[config.mk]
export PLATFORM = sky130hd
export DESIGN_NAME = phy_status_poller
export DESIGN_NICKNAME = d
export VERILOG_FILES = /design/src/rtl/phy_status_poller.sv
export SDC_FILE = /design/constraint.sdc
export NUM_CORES = 1
export LEC_CHECK = 0
export CORE_MARGIN = 8
export CORE_UTILIZATION = 40
export DETAILED_ROUTE_END_ITERATION = 8
export HOLD_SLACK_MARGIN = 0.12
export MAX_ROUTING_LAYER = met4
export PLACE_DENSITY_LB_ADDON = 0.05
export RECOVER_POWER = 50
export SETUP_SLACK_MARGIN = 0.05
export SYNTH_ARGS = -nofsm -noshare
export SYNTH_HDL_FRONTEND = slang
export SYNTH_SLANG_ARGS = --single-unit
[constraint.sdc]
create_clock -name init_clk -period 3.6 [get_ports init_clk]
set_input_delay 1.08 -clock init_clk [delete_from_list [all_inputs] [get_ports init_clk]]
set_output_delay 1.08 -clock init_clk [all_outputs]
set_load 0.1 [all_outputs]
[src/rtl/phy_status_poller.sv]
// Clause 22 MDIO poller: reads one PHY register repeatedly and publishes link/autoneg status.
// Optional macro LINK_DEBOUNCE_EN: link_up only changes after two consecutive agreeing reads.
module phy_status_poller #(
  parameter logic [4:0]  PHY_ADDR = 5'h01,
  parameter logic [4:0]  REG_ADDR = 5'h01,
  parameter logic [15:0] POLL_GAP = 16'd100
) (
  input  logic        init_clk,
  input  logic        reset,
  input  logic        enable,
  output logic        mdc,
  output logic        mdio_o,
  output logic        mdio_oe,
  input  logic        mdio_i,
  output logic [15:0] status_word,
  output logic        status_valid,
  output logic        link_up,
  output logic        an_done,
  output logic        rd_err,
  output logic        busy
);

  localparam logic [1:0] ST_IDLE   = 2'd0;
  localparam logic [1:0] ST_FRAME  = 2'd1;
  localparam logic [1:0] ST_UPDATE = 2'd2;
  localparam logic [1:0] ST_GAP    = 2'd3;

  // Driven part of the frame: preamble, ST, OP, PHYAD, REGAD (bit 0 of the frame is the MSB here)
  localparam logic [45:0] HEADER   = {32'hFFFF_FFFF, 2'b01, 2'b10, PHY_ADDR, REG_ADDR};
  localparam logic [15:0] GAP_LAST = (POLL_GAP == 16'd0) ? 16'd0 : POLL_GAP - 16'd1;

  logic [1:0]  state;
  logic [5:0]  bit_cnt;
  logic        phase;
  logic [15:0] gap_cnt;
  logic [15:0] shift_reg;
  logic        ta_fail;
  logic        in_frame;
  logic [5:0]  hdr_idx;
`ifdef LINK_DEBOUNCE_EN
  logic        link_hist;
`endif

  assign in_frame = (state == ST_FRAME);
  assign hdr_idx  = 6'd45 - bit_cnt;

  // Pad-side outputs decode straight from registered state, so they only move on bit boundaries
  always_comb begin
    busy    = in_frame;
    mdc     = in_frame & phase;
    mdio_oe = in_frame && (bit_cnt < 6'd46);
    mdio_o  = mdio_oe ? HEADER[hdr_idx] : 1'b1;
  end

  always_ff @(posedge init_clk) begin
    if (reset) begin
      state        <= ST_IDLE;
      bit_cnt      <= 6'd0;
      phase        <= 1'b0;
      gap_cnt      <= 16'd0;
      shift_reg    <= 16'h0000;
      ta_fail      <= 1'b0;
      status_word  <= 16'h0000;
      status_valid <= 1'b0;
      link_up      <= 1'b0;
      an_done      <= 1'b0;
      rd_err       <= 1'b0;
`ifdef LINK_DEBOUNCE_EN
      link_hist    <= 1'b0;
`endif
    end else begin
      status_valid <= 1'b0;
      case (state)
        ST_IDLE: begin
          if (enable) begin
            state   <= ST_FRAME;
            bit_cnt <= 6'd0;
            phase   <= 1'b0;
            ta_fail <= 1'b0;
          end
        end

        ST_FRAME: begin
          if (!enable) begin
            state   <= ST_IDLE;
            bit_cnt <= 6'd0;
            phase   <= 1'b0;
          end else if (!phase) begin
            // This edge is the MDC rising edge, where the PHY's data is sampled
            phase <= 1'b1;
            if (bit_cnt == 6'd47 && mdio_i) begin
              ta_fail <= 1'b1;
            end
            if (bit_cnt >= 6'd48) begin
              shift_reg <= {shift_reg[14:0], mdio_i};
            end
          end else begin
            phase <= 1'b0;
            if (bit_cnt == 6'd63) begin
              state   <= ST_UPDATE;
              bit_cnt <= 6'd0;
            end else begin
              bit_cnt <= bit_cnt + 6'd1;
            end
          end
        end

        ST_UPDATE: begin
          state   <= ST_GAP;
          gap_cnt <= 16'd0;
          if (ta_fail) begin
            rd_err  <= 1'b1;
            link_up <= 1'b0;
`ifdef LINK_DEBOUNCE_EN
            link_hist <= 1'b0;
`endif
          end else begin
            status_word  <= shift_reg;
            status_valid <= 1'b1;
            rd_err       <= 1'b0;
            an_done      <= shift_reg[5];
`ifdef LINK_DEBOUNCE_EN
            if (shift_reg[2] == link_hist) begin
              link_up <= shift_reg[2];
            end
            link_hist <= shift_reg[2];
`else
            link_up <= shift_reg[2];
`endif
          end
        end

        ST_GAP: begin
          if (gap_cnt == GAP_LAST) begin
            gap_cnt <= 16'd0;
            if (enable) begin
              state   <= ST_FRAME;
              bit_cnt <= 6'd0;
              phase   <= 1'b0;
              ta_fail <= 1'b0;
            end else begin
              state <= ST_IDLE;
            end
          end else begin
            gap_cnt <= gap_cnt + 16'd1;
          end
        end

        default: state <= ST_IDLE;
      endcase
    end
  end

endmodule

### Word level (Yosys, flattened, before mapping)

Memories as Yosys holds them, arrays and structs flattened.
Index checks and enable logic that the tools add are counted.

| word-level totals | value |
|---|---|
| flip-flop bits (word level) | 62 |
| bits in read-only memories | 64 |
| input port bits | 4 |
| output and inout bits | 24 |
| word-level logic and storage cells | 78 |
| memories | 1 |

Memories:

| name | depth | bits a word | rd ports | clocked after Yosys merged registers in | wr ports | line | source |
|---|---|---|---|---|---|---|---|
| (name not given) | 64 | 1 | 1 | 0 | 0 | 52 | `mdio_o = mdio_oe ? HEADER[hdr_idx] : 1'b1;` |

| cells by class | value |
|---|---|
| $add $sub $neg | 3 |
| magnitude comparators | 3 |
| eq/ne operators | 13 |
| muxes and demuxes | 31 |
| bitwise operators | 4 |
| reduce and logical (&&, ||, !) cells | 12 |

Operators by type and width:

| kind | number |
|---|---|
| case mux 16 bit (2 select lines) | 1 |
| two-way mux 6 bit | 5 |
| case mux 6 bit (3 select lines) | 1 |
| adder 16 x 1 -> 16 bit (second input constant) | 1 |
| equality test 16 x 7 -> 1 bit (second input constant) | 1 |
| two-way mux 16 bit | 1 |
| two-way mux 1 bit | 15 |
| equality test 6 bit (second input constant) | 2 |
| two-way mux 2 bit | 5 |
| inequality test 2 bit (second input constant) | 4 |
| case mux 2 bit (4 select lines) | 1 |
| AND reduction 4 bit | 2 |
| < comparator 6 x 7 -> 1 bit (second input constant) | 1 |
| adder 6 x 1 -> 6 bit (second input constant) | 1 |
| >= comparator 6 bit (second input constant) | 1 |
| < comparator 6 bit (second input constant) | 1 |
| case mux 1 bit (3 select lines) | 2 |
| subtractor 6 bit (first input constant) | 1 |
| AND reduction 5 bit | 1 |
| equality test 2 bit (second input constant) | 2 |
| AND reduction 2 bit | 2 |
| inequality test 3 x 2 -> 1 bit (second input constant) | 1 |
| inequality test 3 bit (second input constant) | 1 |
| inverter 1 bit | 3 |
| other kinds (9) | 10 |

### Longest topological paths before layout

Gate-level depths: netlist (run 1).

| logic depth | value |
|---|---|
| word-level depth | 6 |
| gate-level depth with buffers | 7 |
| mapped depth without buffers | 5 |

### Worst setup path after synthesis (run 1)

No wires, ideal clock.

| timing path | value |
|---|---|
| kind | flip-flop to output port |
| start point | register bit_cnt[1] |
| end point | output port mdio_o |
| arrival time | 2.552 ns |
| required time | 2.520 ns |
| slack | -0.032 ns |
| cell stages (with the launch flop) | 6 |
| buffers on the path | 0 |
| path through | dfxtp_1 ha_1 and3b_1 o21ai_0 a21oi_1 o221ai_1 |

| on the way | value |
|---|---|
| cells in the longest elaborated chain, start to end | 4 |
| elaborated cells between the ends (all ways) | 6 |
| classes of those cells | add/sub (1); order compare (1); mux (2); reduce/logical (1); memory (1) |

RTL lines:

| item | line | source |
|---|---|---|
| start: declaration | 33 | `logic [5:0] bit_cnt;` |
| start signal: assignment | 103 | `bit_cnt <= bit_cnt + 6'd1;` |
| subtractor 6 bit | 45 | `assign hdr_idx = 6'd45 - bit_cnt;` |
| memory (64 x 1 bit) | -- |  |
| two-way mux 1 bit (implied by the code) | 52 |  |
| two-way mux 1 bit * | 52 |  |
| end: declaration | 12 | `output logic mdio_o,` |

Every way passes the cells marked *; elsewhere a longest branch is shown, timed or not. The select of a mux whose other input is x is not followed.

### Worst setup path after layout (run 1)

Ends and elaborated chain as after synthesis.

==> results by group, run 1 <==
Setup path
  • Worst Path Arrival: 2130 ps
  • WS Path Type: register to output pin
  • Nature of the critical path endpoint: output pin
  • Worst EP required: 2520 ps
  • CP startpoint kind: register
  • Critical Path Fanout Max: 6

Drt
  • Via count: 2419
  • Routed WL per cell: 14.7 um
  • Vias per cell: 5.46
  • Initial DRC Count: 104
  • Final WL: 6510 um
  • DRT Pass-1 Iters: 4
  • Residual DRC count: 0
  • Final ANT Viol Nets: 0

Yosys
  • Ys Warns: 0
  • Sequential area share after synthesis: 42.7%
  • Most common cell in the netlist: dfxtp_1
  • Top_reg_cell synth: dfxtp_1
  • Seq cells post-synth: 61
  • Largest family of logic cells by synthesized area: simple AND/OR/NAND/NOR gates
  • Mux contribution to synthesized area: 6.30%
  • Avg Cell Area, Syn: 9.10 um2
  • Xor and xnor area share after synthesis: 1.23%
  • Yosys top cell by area: dfxtp_1
  • Cells after Synth: 314
  • Top post-synthesis cells by count: dfxtp_1 (61), nor2_1 (31), nand2_1 (21)
  • Synth top area cells: dfxtp_1 (43%), mux2i_1 (6.3%), a22o_1 (4.9%)
  • Simple-Gate Fraction of Synth Area: 23.3%
  • Syn Nets: 324
  • Top cell type's share of synthesized area: 42.7%
  • Adder-cell share of the synthesized area: 2.63%
  • Mapped cell area: 2860 um2
  • Post-synth ARST share: 0%
  • Post-synthesis compound-gate area fraction: 19.1%
  • Unique cell type count in the Yosys netlist: 49
  • Number of synthesized flops with an enable pin: 0

Floorplan
  • Die width: 101 um
  • Initial Utilization: 40.3%
  • Die H: 101 um
  • I/O Pins: 28
  • Die footprint: 10100 um2
  • CORE AREA: 7100 um2
  • Std cell rows: 31

Power and ir drop
  • Max IR drop VDD: 0.150 mV
  • Switching power: 0.329 mW
  • Clock power share: 42.2%
  • Pwr dens: 395 nW/um2
  • Sequential share of power: 53.3%
  • Switching share of power: 25.9%
  • Int Power: 0.941 mW
  • Static leakage: 1.11 nW
  • Proportion of power drawn by combinational gates: 4.4%

Clocking
  • Post-CTS sizing: 0
  • Clock sink total: 61
  • Root buffer selected by CTS: clkbuf_8
  • Hold buffers post-CTS: 0
  • Clock Path Buffers: 2
  • Number of setup buffers added after CTS: 0
  • CTS clk-pin slew, worst paths: 80 ps
  • Worst-Skew Late Latency: 330 ps
  • H-tree Lvls: 3
  • CTS tree: yes
  • CTS Buf Count: 9

Final layout
  • Layout fillers: 728
  • Core Util, Final: 45.4%
  • Fin nets: 349
  • N_diodes: 0
  • Area growth syn-to-layout: 12.7%
  • Finished Layout Cells: 443
  • Layout cells sized above 1: 9.01%

GRT
  • GRT Util Overall: 13.8%
  • Gr ovfl total: 0
  • First-pass GRT wire length: 10900 um
  • Antenna violations before repair: 0
  • Vias in the first global route: 2230
  • Largest net degree at the start of global routing: 29

Job
  • MaxCap Viol Count: 0

STA
  • Setup TNS: 0 ps
  • Max Clk Rate: 0.311 GHz
  • Max-slew violations: 0
  • Worst Tran Pin Value: 1320 ps
  • Relative slew margins: 12.1%
  • Final hold violations: 0
  • Final setup violation count: 0
  • Fin Clk Skew: 5.78 ps
  • Final worst-path cycle share: 89.2%
  • Fin crit period: 3210 ps
  • Hold_ws: 472 ps
  • Unrepaired setup endpoints after global routing: no

Status
  • Status: finished clean

Placed design
  • Placed insts: 427
  • GPL Wtd Cong: 0.841
  • Buffers on Ports: 27
  • Dpl hpwl: 4500 um

Min path
  • Hold Path Class: register to register
[metal layers]
metal	vias up	global-route usage [%]	wire length, um	part of all wire, %
met5	-	-	0	0
met3	10	2.62	210	3.2
met4	0	5.81	93	1.4
met2	41	19.6	2830	43
met1	1151	18.6	3380	52
li1	1217	-	-	-
[worst paths after layout]
kind	from	endpoint	slack, ps	cells past startpoint
worst min-delay path	shift_reg[15]$_SDFFE_PP0P_	status_word[15]$_SDFFE_PP0P_	470	1
worst min register to register	shift_reg[15]$_SDFFE_PP0P_	status_word[15]$_SDFFE_PP0P_	470	1
worst max register to register	gap_cnt[0]$_SDFFE_PP0P_	bit_cnt[5]$_SDFFE_PP0P_	770	5
worst max-delay path	bit_cnt[1]$_SDFFE_PP0P_	mdio_o	390	6
[cells in the final DEF (no fill, tap or decap), types with 7 or more instances in the layout]
cell	n
buf_4	7
inv_1	10
clkbuf_1	23
a22o_1	16
mux2i_1	18
nand3_1	11
dfxtp_1	61
nor2_1	31
a31oi_1	14
o21ai_0	14
nand2_1	21
nand4_1	8
clkbuf_8	9
a21oi_1	13
[power by group through the flow]
| stage | Sequential (mW) | Clock (mW) | Combinational [mW] |
|---|---|---|---|
| global placement | 0.693 | 0 | 0.0579 |
| floorplan | 0.694 | 0 | 0.0393 |
| global route | 0.677 | 0.583 | 0.0615 |
| CTS | 0.677 | 0.553 | 0.0575 |
| finish | 0.677 | 0.537 | 0.0564 |
| detailed placement | 0.693 | 0 | 0.0573 |
[per-stage QoR]
step / setup slack (ps) / power [mW] / instance area [um2]
global placement: 726 / 0.751 / 3150
floorplan: 274 / 0.733 / 2860
CTS: 361 / 1.29 / 3320
global route: 157 / 1.32 / 3220
finish: 389 / 1.27 / 3220
detailed placement: 736 / 0.750 / 3150
[cell families (layout without fill, tap and decap cells)]
family                   Yosys count  after routing
AND/OR/NAND/NOR                  115            115
flip-flops                        61             61
multiplexers                      18             18
AO/OA/AOI/OAI                     81             81
XOR/XNOR                           4              4
adder cells (fa/ha/maj)            6              6
buffers and inverters             29             59
[worst max-delay path, cell delays in order, from the launching register on]
cell,delay [ps]
dfxtp_1,430
ha_1,310
xor2_1,290
nor3_1,80
a311oi_1,310
o221ai_2,140
buf_4,250
[area by class of cell]
type	count	area (um2)	share of cell area [%]
timing repair buffer	33	169	5.24
multi-input combinational	224	1490	46.4
clock buffer	9	124	3.85
tap	99	124	3.85
inverter	10	37.5	1.17
clock inverter	7	51.3	1.59
sequential	61	1220	37.9
Note: power is estimated with default switching activity, not from simulation.
==> run 2: changes to the inputs <==
--- a/config.mk
+++ b/config.mk
@@ -13,6 +13,7 @@
 export PLACE_DENSITY_LB_ADDON = 0.05
 export RECOVER_POWER = 50
 export SETUP_SLACK_MARGIN = 0.05
+export SLEW_MARGIN = 10
 export SYNTH_ARGS = -nofsm -noshare
 export SYNTH_HDL_FRONTEND = slang
 export SYNTH_SLANG_ARGS = --single-unit
==> results of run 2 <==
Same layout as run 1: the final DEF is identical, and so are final timing and power.
==> run 3: changes to the inputs <==
--- a/config.mk
+++ b/config.mk
@@ -5,6 +5,7 @@
 export SDC_FILE = /design/constraint.sdc
 export NUM_CORES = 1
 export LEC_CHECK = 0
+export CORE_ASPECT_RATIO = 0.75
 export CORE_MARGIN = 8
 export CORE_UTILIZATION = 40
 export DETAILED_ROUTE_END_ITERATION = 8
==> run 3 against run 2 <==
Combinational power is 3% lower. Largest power group unchanged. Critical path type unchanged. Die area is 0.28% higher. Via count is 2.4% lower. First-iteration DRC count is 15% higher. Sequential share of layout area is 0.38 points lower. Largest cell class unchanged. Register-to-register slack better by 820 ps. Design area is 1.0% higher. Utilization is 2.0 points higher. Flip-flop and latch count stayed put. Critical path depth stayed put.
==> results by group, run 3 (synthesized netlist as in run 1, its figures left out) <==
Clocking
  • Hold buffers post-CTS: 0 (unchanged)
  • Clock Path Buffers: 2 (unchanged)
  • CTS clk-pin slew, worst paths: 70 ps (about the same)
  • Clock sink total: 61 (unchanged)
  • H-tree Lvls: 3 (unchanged)
  • Post-CTS sizing: 0 (unchanged)
  • CTS Buf Count: 9 (unchanged)
  • Worst-Skew Late Latency: 340 ps (about the same)
  • CTS tree: yes
  • Number of setup buffers added after CTS: 0 (unchanged)
  • Root buffer selected by CTS: clkbuf_8

GRT
  • Antenna violations before repair: 0 (unchanged)
  • Gr ovfl total: 0 (unchanged)
  • First-pass GRT wire length: 10700 um (-2.1%)
  • Vias in the first global route: 2131 (-4.4%)
  • GRT Util Overall: 13.6% (-0.23 points)
  • Largest net degree at the start of global routing: 29 (unchanged)

Floorplan
  • Die footprint: 10100 um2 (+0.28%)
  • Std cell rows: 26 (-16%)
  • Die H: 89.2 um (-11%)
  • I/O Pins: 28 (unchanged)
  • Initial Utilization: 41.6% (+1.4 points)
  • Die width: 114 um (+13%)
  • CORE AREA: 6860 um2 (-3.3%)

Power and ir drop
  • Proportion of power drawn by combinational gates: 4.1% (-0.3 points)
  • Sequential share of power: 50.3% (-3.0 points)
  • Pwr dens: 414 nW/um2 (+5.0%)
  • Design Power: 1.35 mW (+6.1%)
  • Switching power: 0.307 mW (-6.8%)
  • Static leakage: 1.12 nW (+1.3%)
  • Clock power share: 45.6% (+3.4 points)
  • Max IR drop VDD: 0.160 mV (+6.6%)
  • Switching share of power: 22.8% (-3.1 points)
  • Int Power: 1.04 mW (+11%)

STA
  • Unrepaired setup endpoints after global routing: no
  • Hold_ws: 473 ps (+0.854 ps)
  • Worst Tran Pin Value: 1180 ps (-142 ps)
  • Setup TNS: 0 ps (unchanged)
  • Relative slew margins: 21.9% (+9.8 points)
  • Final worst-path cycle share: 89.3% (+0.12 points)
  • Final setup violation count: 0 (unchanged)
  • Fin crit period: 3220 ps (+4.23 ps)
  • Fin Clk Skew: 8.45 ps (+2.67 ps)
  • Max Clk Rate: 0.311 GHz (-0.13%)
  • Max-slew violations: 0 (unchanged)
  • Final hold violations: 0 (unchanged)

Drt
  • Final ANT Viol Nets: 0 (unchanged)
  • Routed WL per cell: 14.6 um (-0.83%)
  • Via count: 2361 (-2.4%)
  • Initial DRC Count: 120 (+15%)
  • DRT Pass-1 Iters: 5 (+1)
  • Residual DRC count: 0 (unchanged)
  • Final WL: 6430 um (-1.3%)
  • Vias per cell: 5.35 (-2.0%)

Setup path
  • R2r startpoint: gap_cnt[0]$_SDFFE_PP0P_
  • CP startpoint kind: register
  • Worst EP required: 2520 ps (about the same)
  • WS Path Type: register to output pin
  • CP peak stage delay: 430 ps (about the same)
  • Worst Path Arrival: 2140 ps (about the same)
  • Nature of the critical path endpoint: output pin
  • CP delay by family, top: compound AO/OA/AOI/OAI gates
  • Critical Path Source: bit_cnt[2]$_SDFFE_PP0P_
  • Critical Path Fanout Max: 7 (+1)
  • CP max-delay cell: dfxtp_1
  • CP cell instances: ha_1, xor2_1, nor3_1, a311oi_1, o221ai_2, buf_4
  • WP buf/inv: 1 (unchanged)

Placed design
  • GPL Wtd Cong: 0.799 (-5.0%)
  • Dpl hpwl: 4400 um (-2.1%)
  • Buffers on Ports: 27 (unchanged)
  • DP Area: 3150 um2 (about the same)

Final layout
  • Fin nets: 349 (unchanged)
  • Layout fillers: 682 (-6.3%)
  • Layout cells sized above 1: 8.75% (-0.27 points)
  • Commonest cells after routing, fill and taps aside: dfxtp_1 (61), nor2_1 (31), clkbuf_1 (23)
  • Fin area: 3250 um2 (+1.0%)
  • Commonest non-fill, non-tap cell in the layout: dfxtp_1
  • Area growth syn-to-layout: 13.8%
  • N_diodes: 0 (unchanged)

Min path
  • Hold Path Class: register to register
  • HP Start: shift_reg[15]$_SDFFE_PP0P_

Job
  • MaxCap Viol Count: 0 (unchanged)

Status
  • Status: finished clean
-- run 3: through the flow --
step           worst slack (ps)  std cells  utilization [%]
6_report                    384        441             47.4
2_1_floorplan               274        314                -
5_1_grt                     233        441             47.4
3_5_place_dp                729        426             45.8
4_1_cts                     368        441             48.7
3_3_place_gp                750        426             45.8
-- run 3: power groups by stage --
stage	logic (mW)	clock network [mW]	registers (mW)
global placement	0.0577	0	0.693
floorplan	0.0393	0	0.694
CTS	0.0576	0.636	0.678
global route	0.0603	0.670	0.677
finish	0.0549	0.615	0.678
detailed placement	0.0574	0	0.693
-- run 3: worst paths after layout --
kind	slack, ps	end	cells past startpoint
setup / recovery	380	mdio_o	6
hold / removal	470	status_word[15]$_SDFFE_PP0P_	1
setup reg to reg	1590	bit_cnt[5]$_SDFFE_PP0P_	5
hold reg to reg	470	status_word[15]$_SDFFE_PP0P_	1
-- run 3: layer usage --
metal | share of wire [%] | vias up | global-route usage, % | wire, um
met5 | 0 | - | - | 0
met4 | 1.0 | 0 | 4.10 | 65
met3 | 5.7 | 8 | 4.86 | 368
met2 | 40 | 52 | 18.7 | 2560
met1 | 53 | 1084 | 18.0 | 3440
li1 | - | 1217 | - | -
-- run 3: area by class of cell --
type                       instances  area (um2)  area share [%]
timing repair buffer              33         169            5.19
tap                               98         123            3.77
clock inverter                     4        47.5            1.46
multi-input combinational        224        1500            46.2
clock buffer                      11         151            4.65
sequential                        61        1220            37.5
inverter                          10        37.5            1.15
